### src/rtl/bw_clk_cl_hdr_seq.sv
// Cluster clock header: reset/debug-init/clock-enable synchronisers plus a staggered
// per-channel enable sequencer. Optional macro BW_CLK_DBGINIT_SYNC_EN builds the debug-init synchroniser.
module bw_clk_cl_hdr_seq #(
    parameter int NUM_CH      = 4,
    parameter int SYNC_STAGES = 2,
    parameter int STAGGER     = 4
) (
    input  logic              gclk,
    input  logic              arst,
    input  logic              grst_l,
    input  logic              gdbginit_l,
    input  logic [NUM_CH-1:0] cluster_cken,
    input  logic              se,
    input  logic              si,
    output logic              so,
    output logic [NUM_CH-1:0] rclk_en,
    output logic [NUM_CH-1:0] cluster_grst_l,
    output logic              dbginit_l,
    output logic              seq_busy
);

    localparam int CNT_W = 8;

    typedef enum logic [0:0] {
        ST_IDLE = 1'b0,
        ST_WAIT = 1'b1
    } state_t;

    logic [SYNC_STAGES-1:0]             rst_sync_q, rst_sync_d;
    logic [SYNC_STAGES-1:0][NUM_CH-1:0] req_sync_q, req_sync_d;
    logic                               rst_s;
    logic [NUM_CH-1:0]                  req_s, pend_s, low_s;
    logic [NUM_CH-1:0]                  ch_on_q, ch_on_d;
    logic [NUM_CH-1:0]                  grst_q, grst_d;
    logic [CNT_W-1:0]                   cnt_q, cnt_d;
    state_t                             state_q, state_d;

    // Synchroniser shift chains for grst_l and the per-channel enable requests
    always_comb begin
        rst_sync_d    = {rst_sync_q[SYNC_STAGES-2:0], grst_l};
        req_sync_d    = req_sync_q;
        req_sync_d[0] = cluster_cken;
        for (int s = 1; s < SYNC_STAGES; s++) begin
            req_sync_d[s] = req_sync_q[s-1];
        end
    end

    // Synchroniser flops
    always_ff @(posedge gclk or posedge arst) begin
        if (arst) begin
            rst_sync_q <= '0;
            req_sync_q <= '0;
        end else begin
            rst_sync_q <= rst_sync_d;
            req_sync_q <= req_sync_d;
        end
    end

    assign rst_s  = rst_sync_q[SYNC_STAGES-1];
    assign req_s  = req_sync_q[SYNC_STAGES-1];
    assign pend_s = req_s ^ ch_on_q;
    // Isolate the lowest-index pending channel
    assign low_s  = pend_s & (~pend_s + NUM_CH'(1));

`ifdef BW_CLK_DBGINIT_SYNC_EN
    logic [SYNC_STAGES-1:0] dbg_sync_q, dbg_sync_d;

    // Debug-init synchroniser chain
    always_comb begin
        dbg_sync_d = {dbg_sync_q[SYNC_STAGES-2:0], gdbginit_l};
    end

    // Debug-init synchroniser flops
    always_ff @(posedge gclk or posedge arst) begin
        if (arst) begin
            dbg_sync_q <= '0;
        end else begin
            dbg_sync_q <= dbg_sync_d;
        end
    end

    assign dbginit_l = dbg_sync_q[SYNC_STAGES-1];
`else
    logic dbg_unused_s;
    assign dbg_unused_s = gdbginit_l;
    assign dbginit_l    = 1'b1;
`endif

    // Sequencer next state; scan mode shifts ch_on and freezes the FSM and counter
    always_comb begin
        state_d = state_q;
        cnt_d   = cnt_q;
        ch_on_d = ch_on_q;
        if (se) begin
            ch_on_d[0] = si;
            for (int i = 1; i < NUM_CH; i++) begin
                ch_on_d[i] = ch_on_q[i-1];
            end
        end else begin
            case (state_q)
                ST_IDLE: begin
                    if (|pend_s) begin
                        ch_on_d = ch_on_q ^ low_s;
                        if (STAGGER > 1) begin
                            cnt_d   = CNT_W'(STAGGER - 1);
                            state_d = ST_WAIT;
                        end else begin
                            state_d = ST_IDLE;
                        end
                    end else begin
                        state_d = ST_IDLE;
                    end
                end
                ST_WAIT: begin
                    cnt_d = cnt_q - 8'd1;
                    if (cnt_q == 8'd1) begin
                        state_d = ST_IDLE;
                    end else begin
                        state_d = ST_WAIT;
                    end
                end
                default: begin
                    state_d = ST_IDLE;
                    cnt_d   = '0;
                end
            endcase
        end
    end

    // A channel stays in reset while its grid is gated off
    always_comb begin
        grst_d = {NUM_CH{rst_s}} & ch_on_q;
    end

    // Sequencer and cluster reset registers
    always_ff @(posedge gclk or posedge arst) begin
        if (arst) begin
            state_q <= ST_IDLE;
            cnt_q   <= '0;
            ch_on_q <= '0;
            grst_q  <= '0;
        end else begin
            state_q <= state_d;
            cnt_q   <= cnt_d;
            ch_on_q <= ch_on_d;
            grst_q  <= grst_d;
        end
    end

    // Scan forces every grid on, except while arst holds the block in reset
    assign rclk_en        = ch_on_q | {NUM_CH{se & ~arst}};
    assign so             = ch_on_q[NUM_CH-1];
    assign cluster_grst_l = grst_q;
    assign seq_busy       = (state_q == ST_WAIT) | (|pend_s);

endmodule

### config.mk
export PLATFORM = sky130hd
export DESIGN_NAME = bw_clk_cl_hdr_seq
export DESIGN_NICKNAME = d
export VERILOG_FILES = /design/src/rtl/bw_clk_cl_hdr_seq.sv
export SDC_FILE = /design/constraint.sdc
export NUM_CORES = 1
export LEC_CHECK = 0
export BUFFER_PORTS_ARGS = -buffer_cell sky130_fd_sc_hd__buf_2
export CORE_MARGIN = 4
export CORE_UTILIZATION = 48
export CTS_CLUSTER_DIAMETER = 50
export DETAILED_ROUTE_END_ITERATION = 8
export PLACE_DENSITY = 0.7
export SYNTH_ARGS = -nofsm -noshare
export SYNTH_HDL_FRONTEND = slang
export SYNTH_SLANG_ARGS = --single-unit
### constraint.sdc
create_clock -name gclk -period 2.3 [get_ports gclk]
set_input_delay 0.115 -clock gclk [delete_from_list [all_inputs] [get_ports gclk]]
set_output_delay 0.115 -clock gclk [all_outputs]
set_load 0.03 [all_outputs]
==> flow_summary.toml, run 1 <==
[run_status]
outcome = "finished, final reports clean"

[place]
gp_congestion = 0.7814
place.detailed.hpwl_um = 1765
pre_cts_slack_ns = 0.6710
portBuffers = 18

[clock_network]
cts_tree = "done"
clock_path_buffers = 2
path_clk_slew_ns = 0.13
clockRootBuffer = "clkbuf_4"
numCtsBuffers = 3
insertion_delay_ns = 0.32
clock_sinks = 27
cts_max_level = 1

[worst_setup_path]
arrival_ns = 1.72
reg2reg_slack_ns = 0.69
reg2regPathDepth = 4
crit_fanout = 7
endpoint = "seq_busy"
worstSetupEndpointType = "primary output"
crit_required_ns = 2.18
start_kind = "register"
worst-setup-path-type = "register to primary output"

[final_layout]
multi_input_area_um2 = 509.2
drive_gt1_share_pct = 19.05
layout.nets = 160
fillCellCount = 232
fin_util_pct = 58.13
antenna_cells = 0
regArea_um2 = 675.6
syn_to_final_growth_pct = 14.23

[sta]
max_freq_ghz = 0.5436
finalHoldViolCount = 0
worst_pin_slew_ns = 0.4762
finalMaxSlewViolations = 0
slew_headroom_pct = 67.44
skew_ns = 0.004384
period_share_pct = 79.98
period_needed_ns = 1.839
setup_violations = 0
hold_ws_ns = 0.01884
tns_ns = 0
fin_ws_ns = 0.4605
rsz0062_at_grt = "false"

[pwr]
ir_worst_vdd_uv = 683.1
powerDensity_mw_per_mm2 = 894.6
p_leak_uw = 0.0007014

[run]
cap_violations = 0

[drt]
vias_per_cell = 5.418
drcViolationCount = 0
ant_nets = 0
drtIter0Drc = 24
first_pass_iters = 4
drt-wirelength-per-cell_um = 13.42
routed_wl_um = 2376
vias = 959

[die]
die_h_um = 59.72
rows = 18
die_w_um = 59.72
die_area_mm2 = 0.003566
start_util_pct = 50.89
core_mm2 = 0.002522
top_level_ports = 21

[yosys]
yosysWarnings = 0
synth_edf_count = 0
netlist_instances = 123
synth_common_cells = "dfrtp_1, inv_1, nand2_1"
syn_avg_cell_area_um2 = 10.44
synth_flop_cell = "dfrtp_1"
async_flop_share_pct = 100.0
synth_area_leaders = "dfrtp_1, inv_1, mux2i_1"
ys_seq_elements = 27
yosysTopAreaCellShare_pct = 52.63
synth_top_cell_by_area = "dfrtp_1"
yosysSeqAreaShare_pct = 52.63
synth_cell_type_count = 36
yosysMostFrequentCell = "dfrtp_1"
netlist_area_mm2 = 0.001284
synth_nets = 135

[worst_hold_path]
hp-class = "input pin to register"
hp-start = "si"

[global_routing]
gr-total-overflow = 0
grt_max_degree = 28
grt_pass1_vias = 995
antenna_found_initial = 0
globalRouteTotalUtil_pct = 15.69
grt_pass1_wl_um = 4278
-- worst min-delay path by stage --
stage,end,depth (start not counted),slack [ns]
2_1_floorplan,req_sync_d[4],0,0.15
3_3_place_gp,req_sync_d[6],3,0.22
6_report,ch_on_q[0],3,0.02
3_5_place_dp,req_sync_d[6],1,0.22
5_1_grt,ch_on_q[0],3,0.04
4_1_cts,ch_on_q[0],3,0.02
-- report_power, final --
group	switching, uW	leakage (uW)	internal (uW)	total [uW]
clock	134	0.0000150	68.0	202
sequential	118	0.000322	569	688
combinational	251	0.000364	171	422
total	504	0.000701	808	1310
-- metrics by stage --
stage / cell area [um^2] / power [uW] / instances
after floorplan: 1284 / 1008 / 123
after detailed placement: 1380 / 1113 / 167
final: 1466 / 1312 / 177
after global placement: 1380 / 1086 / 167
after CTS: 1466 / 1323 / 177
after global routing: 1466 / 1415 / 177
-- cell usage in the layout (no fill, tap or decap), types with 2 or more instances in the layout --
master / instances
buf_2: 18
a31oi_1: 3
a21oi_1: 4
nor4_1: 5
xor2_1: 3
o22a_1: 2
dfrtp_1: 27
nand2_1: 8
dlygate4sd3_1: 6
and2_1: 4
clkbuf_4: 3
o21ai_1: 6
o21ai_0: 4
mux2i_1: 4
nor2_1: 7
nand2b_1: 3
inv_1: 16
ha_1: 2
nor3_1: 3
-- cells by family after synthesis --
| group | count (synthesis) | share of synthesized area [%] |
|---|---|---|
| buf+inv | 21 | 7.699 |
| other cells | 1 | 0.2921 |
| flops | 27 | 52.63 |
| xor+xnor | 4 | 3.315 |
| mux | 5 | 3.996 |
| compound gates | 29 | 15.40 |
| simple gates | 34 | 14.72 |
| fa+ha+maj | 2 | 1.949 |
-- per-layer routing --
metal / up-vias / global-route usage [%] / share of wire, % / routed length [um]
met3: 4 / 2.808 / 4.8 / 114
met5: - / 0 / 0 / 0
met4: 0 / 3.797 / 1.1 / 27
li1: 466 / - / - / -
met1: 467 / 19.83 / 43 / 1022
met2: 22 / 27.62 / 51 / 1211
-- worst max-delay path: stages (launching register included) --
cell and delay [ns]:
dfrtp_1 0.50, xor2_2 0.23, nor3_4 0.32, nand2_1 0.15
buf_2 0.20
-- cell type report --
class                           instances  area share, %
Timing Repair Buffer                   25          10.75
Sequential cell                        27          46.07
Inverter                               16          4.096
Tap cell                               30          2.560
Clock buffer                            4          1.792
Multi-Input combinational cell         75          34.73
-- timing repair --
item | CTS | global route
setup buffers | 0 | 0
resized for setup | 0 | 0
hold endpoints to repair | 32 | 0
hold buffers | 6 | 0
Power figures use the tool's default switching activity.
==> run 2: changes to the inputs <==
--- a/config.mk
+++ b/config.mk
@@ -5,12 +5,13 @@
 export SDC_FILE = /design/constraint.sdc
 export NUM_CORES = 1
 export LEC_CHECK = 0
+export ABC_AREA = 1
 export BUFFER_PORTS_ARGS = -buffer_cell sky130_fd_sc_hd__buf_2
 export CORE_MARGIN = 4
 export CORE_UTILIZATION = 48
 export CTS_CLUSTER_DIAMETER = 50
 export DETAILED_ROUTE_END_ITERATION = 8
-export PLACE_DENSITY = 0.7
+export PLACE_DENSITY = 0.69
 export SYNTH_ARGS = -nofsm -noshare
 export SYNTH_HDL_FRONTEND = slang
 export SYNTH_SLANG_ARGS = --single-unit
==> constraint.sdc (replaced) <==
create_clock -name gclk -period 1.83 [get_ports gclk]
set_input_delay 0.0915 -clock gclk [delete_from_list [all_inputs] [get_ports gclk]]
set_output_delay 0.0915 -clock gclk [all_outputs]
set_load 0.03 [all_outputs]
==> run 2 against run 1 <==
Routed wire length is 11% higher; clock power grew 26%; non-clock buffer count is the same; critical path depth rose by 2; register-to-register slack got worse by 0.21 ns; worst hold slack improved by 0.075 ns; sequential share of layout area shrank 2.3 points; synthesized area is 3.9% higher; combinational power up 63%; clock skew increased by 0.0042 ns; first-iteration DRC count grew 110%; critical path type unchanged; critical endpoint unchanged; largest cell class unchanged; largest power group unchanged.
==> flow_summary.toml, run 2 <==
[run_status]
outcome = "finished, final reports clean"

[pwr]
power_uw = 1743
p_switching_uw = 723.6
p_leak_uw = 0.0008629
p_seq_share_pct = 46.0
powerDensity_mw_per_mm2 = 1129
ir_worst_vdd_uv = 744.2
combPwrFrac_pct = 39.4
p_int_uw = 1019
swShare_pct = 41.52
clock_power_share_pct = 14.6

[yosys]
yosysSeqAreaShare_pct = 50.66
syn_avg_cell_area_um2 = 7.800
async_flop_share_pct = 100.0
yosysMostFrequentCell = "nand2_1"
synth.area.mux_share_pct = 0
netlist_area_mm2 = 0.001334
yosys.area_share.simple_pct = 34.15
yosysWarnings = 0
ys_seq_elements = 27
yosysTopAreaCellShare_pct = 50.66
synth_xor_area_share_pct = 1.970
synth_area_leaders = "dfrtp_1, nand2_1, inv_1"
netlist_instances = 171
synth_top_cell_by_area = "dfrtp_1"
synth_common_cells = "nand2_1, dfrtp_1, inv_1"
synth_cell_type_count = 22
synth_edf_count = 0
synth_flop_cell = "dfrtp_1"
synth_nets = 183
synth_top_family_by_area = "simple AND/OR/NAND/NOR gates"
synth_compound_area_share_pct = 2.627
synth-adder-area-share_pct = 1.876

[final_layout]
layout.nets = 211
syn_to_final_growth_pct = 15.76
fin_util_pct = 60.14
fillCellCount = 242
antenna_cells = 0
layout_common_cells = "nand2_1, dfrtp_1, inv_1"
drive_gt1_share_pct = 15.66
final_common_cell = "nand2_1"

[worst_hold_path]
hold_path_depth = 5
hold_end = "ch_on_q[0]"
hp-start = "si"
hp-class = "input pin to register"

[die]
die_h_um = 60.72
top_level_ports = 21
start_util_pct = 51.95
die_area_mm2 = 0.003686
core_mm2 = 0.002567
rows = 18
die_w_um = 60.72

[global_routing]
use_met1_pct = 21.43
grt_pass1_wl_um = 4767
use_met3_pct = 2.766
globalRouteTotalUtil_pct = 17.26
antenna_found_initial = 0
grt_util_met2_pct = 29.31
gr-total-overflow = 0
grt.busiest_layer = "met2"
grt_pass1_vias = 1136
grt_max_degree = 28

[clock_network]
clock_sinks = 27
path_clk_slew_ns = 0.14
cts_max_level = 1
insertion_delay_ns = 0.33
numCtsBuffers = 3
clock_path_buffers = 2
cts_tree = "done"
post_cts_resized = 0
hold_buffers = 6
clockRootBuffer = "clkbuf_4"
post_cts_buffers = 0

[sta]
tns_ns = 0
finalHoldViolCount = 0
finalMaxSlewViolations = 0
max_freq_ghz = 0.6107
setup_violations = 0
period_share_pct = 89.49
fin_ws_ns = 0.1924
period_needed_ns = 1.638
skew_ns = 0.008593
rsz0062_at_grt = "false"

[place]
pre_cts_slack_ns = 0.5002
gp_congestion = 0.8296
place.detailed.hpwl_um = 1903
portBuffers = 18

[drt]
vias_per_cell = 4.908
routed_wl_um = 2632
first_pass_iters = 4
drt-wirelength-per-cell_um = 11.54
drtIter0Drc = 51
vias = 1119
drcViolationCount = 0
ant_nets = 0

[worst_setup_path]
worstSetupEndpointType = "primary output"
start_kind = "register"
crit_fanout = 4
crit_slowest_cell = "dfrtp_1"
r2r-end = "cnt_q[0]"
critPathTopFamily = "simple AND/OR/NAND/NOR gates"
arrival_ns = 1.55
crit_required_ns = 1.74
slowest_delay_ns = 0.42
reg2regPathDepth = 7
cp_num_buf_inv = 2
reg2reg_slack_ns = 0.48
worst-setup-path-type = "register to primary output"
worstPathCellList = "inv_1 > nand2_1 > nand2_1 > nor2_2 > nand3_4 > buf_2"
crit_path_frequent_cell = "nand2_1"

[run]
cap_violations = 0
[run 2: worst max-delay path by stage]
stage | from | end | slack (ns) | cells past startpoint
floorplan | register | state_q | 0.35 | 7
global placement | register | cnt_q[0] | 0.54 | 7
detailed placement | register | state_q | 0.50 | 7
CTS | register | seq_busy | 0.17 | 6
global route | register | seq_busy | 0.03 | 6
finish | register | seq_busy | 0.19 | 6
[run 2: area by class of cell]
type / count / area, um^2 / area share (%)
Multi-Input combinational cell: 115 / 545.5 / 35.33
Inverter: 27 / 101.3 / 6.564
Timing Repair Buffer: 25 / 157.7 / 10.21
Sequential cell: 27 / 675.6 / 43.76
Clock buffer: 4 / 26.28 / 1.702
Tap cell: 30 / 37.54 / 2.431
[run 2: power by group through the flow]
| stage | clock (uW) | combinational (uW) | sequential (uW) |
|---|---|---|---|
| after floorplan | 0 | 495 | 830 |
| after global placement | 0 | 648 | 807 |
| after detailed placement | 0 | 673 | 813 |
| after CTS | 268 | 689 | 801 |
| after global routing | 293 | 772 | 818 |
| final | 255 | 686 | 801 |
[run 2: logic make-up (layout without fill, tap and decap cells)]
family	count (synthesis)	count (layout)
and+or+nand+nor	102	102
buffers and inverters	29	56
DFF	27	27
AOI/OAI and AO/OA	7	7
xor gates and xnor gates	3	3
adders and majority gates	2	2
other	1	1
[run 2: stage by stage]
step           cells  hold WS (ns)  cell area, um^2
2_1_floorplan    171        0.1229             1334
3_3_place_gp     218        0.1913             1458
3_5_place_dp     218        0.2008             1458
4_1_cts          228       0.09128             1544
5_1_grt          228        0.1386             1544
6_report         228       0.09338             1544
[run 2: worst register-to-register path, delay by kind of cell (launching register included)]
kind | cells | cell delay [ns]
DFF | 1 | 0.42
and+or+nand+nor | 5 | 0.66
AOI/OAI and AO/OA | 1 | 0.10
buffers and inverters | 1 | 0.08
[run 2: per-layer routing]
| layer | routed length [um] | vias to the layer above |
|---|---|---|
| met1 | 1257 | 523 |
| li1 | - | 575 |
| met2 | 1228 | 16 |
| met5 | 0 | - |
| met3 | 91 | 5 |
| met4 | 55 | 0 |
==> run 3: changes to the inputs <==
--- a/config.mk
+++ b/config.mk
@@ -11,7 +11,7 @@
 export CORE_UTILIZATION = 48
 export CTS_CLUSTER_DIAMETER = 50
 export DETAILED_ROUTE_END_ITERATION = 8
-export PLACE_DENSITY = 0.69
+export PLACE_DENSITY = 0.72
 export SYNTH_ARGS = -nofsm -noshare
 export SYNTH_HDL_FRONTEND = slang
 export SYNTH_SLANG_ARGS = --single-unit
==> constraint.sdc (replaced) <==
create_clock -name gclk -period 1.3 [get_ports gclk]
set_input_delay 0.065 -clock gclk [delete_from_list [all_inputs] [get_ports gclk]]
set_output_delay 0.065 -clock gclk [all_outputs]
set_load 0.03 [all_outputs]
==> run 3 against run 2 <==
The run now ends with negative setup slack left; clock-buffer cell count fell by 1; flip-flop and latch count did not move; worst hold slack got worse by 0.0073 ns; non-clock buffer count rose by 22; sequential share of layout area fell by 6.9 points; final area rose by 19%; first-iteration DRC count rose by 14%; via count rose by 15%; largest power group is now combinational cells.
==> flow_summary.toml, run 3 (synthesized netlist as in run 2, its figures left out) <==
[run_status]
outcome = "complete, but fails checks"
violations = "negative setup slack"

[pwr]
p_switching_uw = 1222
ir_worst_vdd_uv = 1060
powerDensity_mw_per_mm2 = 1574
p_seq_share_pct = 39.0
p_int_uw = 1674
clock_power_share_pct = 14.1
combPwrFrac_pct = 46.9
p_leak_uw = 0.0009913
swShare_pct = 42.19

[sta]
rsz0062_at_grt = "true"
fin_ws_ns = -0.1585
skew_ns = 0.01844
finalHoldViolCount = 0
setup_violations = 14
finalMaxSlewViolations = 0
period_needed_ns = 1.458
period_share_pct = 112.2
max_freq_ghz = 0.6857

[global_routing]
grt_pass1_wl_um = 5237
antenna_found_initial = 0
globalRouteTotalUtil_pct = 18.98
grt_pass1_vias = 1272
grt_max_degree = 28
gr-total-overflow = 0

[clock_network]
clock_path_buffers = 2
numCtsBuffers = 3
clock_sinks = 27
path_clk_slew_ns = 0.18
cts_max_level = 1
insertion_delay_ns = 0.35
clockRootBuffer = "clkbuf_4"
cts_tree = "done"

[place]
gp_congestion = 0.8154
placedCellCount = 222
portBuffers = 18
place.detailed.hpwl_um = 1995

[drt]
first_pass_iters = 4
routed_wl_um = 3334
drcViolationCount = 0
vias_per_cell = 5.131
drtIter0Drc = 58
drt-wirelength-per-cell_um = 13.28
ant_nets = 0
vias = 1288

[worst_setup_path]
crit_required_ns = 1.24
worst-setup-path-type = "register to primary output"
worstSetupEndpointType = "primary output"
crit_fanout = 3
start_kind = "register"
arrival_ns = 1.39

[die]
die_area_mm2 = 0.003686
core_mm2 = 0.002567
rows = 18
die_w_um = 60.72
start_util_pct = 51.95
die_h_um = 60.72
top_level_ports = 21

[final_layout]
fillCellCount = 184
fin_util_pct = 71.64
syn_to_final_growth_pct = 37.90
regArea_um2 = 678.2
instances_no_fill = 251
multi_input_area_um2 = 639.4
antenna_cells = 0
layout_common_cells = "nand2_1, dfrtp_1, buf_4"
layout.nets = 234
final_common_cell = "nand2_1"
drive_gt1_share_pct = 35.29

[run]
cap_violations = 0

[worst_hold_path]
hp-class = "input pin to register"
==> run 3: power groups by stage <==
stage	logic [uW]	clock network (uW)	registers, uW
finish	1360	407	1130
global route	1520	454	1150
CTS	1140	404	1120
detailed placement	1000	0	1140
global placement	966	0	1130
floorplan	709	0	1170
==> run 3: timing repair <==
action,CTS,global route
setup endpoints to repair,2,15
gates resized for setup,10,29
endpoints found under the hold margin,32,0
cloned,0,1
hold buffers,6,0
pin swaps,4,11
buffers inserted,9,10
==> run 3: critical path: stages, from the launching register on <==
cell and delay [ns]:
dfrtp_1 0.46, inv_2 0.06, nand2_2 0.07, nand2_4 0.07, nor2_4 0.15, nand3_4 0.09
buf_6 0.15
==> run 3: cell type report <==
class | count | area share [%]
Clock buffer | 3 | 1.224
Clock inverter | 1 | 0.4082
Inverter | 27 | 5.510
Multi-Input combinational cell | 116 | 34.76
Sequential cell | 27 | 36.87
Tap cell | 30 | 2.041
Timing Repair Buffer | 47 | 19.18
==> run 3: final timing paths <==
kind | startpoint | endpoint | slack, ns | cells after the start
worst max-delay path | register | seq_busy | -0.16 | 6
worst min-delay path | si | ch_on_q[0] | 0.09 | 5
worst max register to register | register | cnt_q[3] | -0.12 | 10
worst min register to register | req_sync_d[7] | req_s[3] | 0.37 | 0
max in group asynchronous | arst | ch_on_q[0] | 0.69 | 4
min in group asynchronous | arst | rst_sync_q[0] | 0.31 | 4
==> run 3: per-stage QoR <==
| step | hold slack, ns | power (uW) | TNS, ns | setup WS, ns | area [um^2] |
|---|---|---|---|---|---|
| 2_1_floorplan | 0.09643 | 1881 | 0 | 0.02011 | 1343 |
| 3_3_place_gp | 0.1620 | 2095 | 0 | 0.06591 | 1496 |
| 3_5_place_dp | 0.1735 | 2147 | 0 | 0.03497 | 1496 |
| 4_1_cts | 0.06576 | 2663 | -0.1030 | -0.1030 | 1682 |
| 5_1_grt | 0.1434 | 3119 | -2.671 | -0.2596 | 1839 |
| 6_report | 0.08609 | 2895 | -1.210 | -0.1585 | 1839 |
==> run 3: layer usage <==
layer / share of wire, % / up-vias / GRT usage [%]
met5: 0 / - / 0
li1: - / 624 / -
met2: 52 / 47 / 32.52
met4: 3.7 / 0 / 11.15
met1: 39 / 604 / 22.22
met3: 5.2 / 13 / 3.191
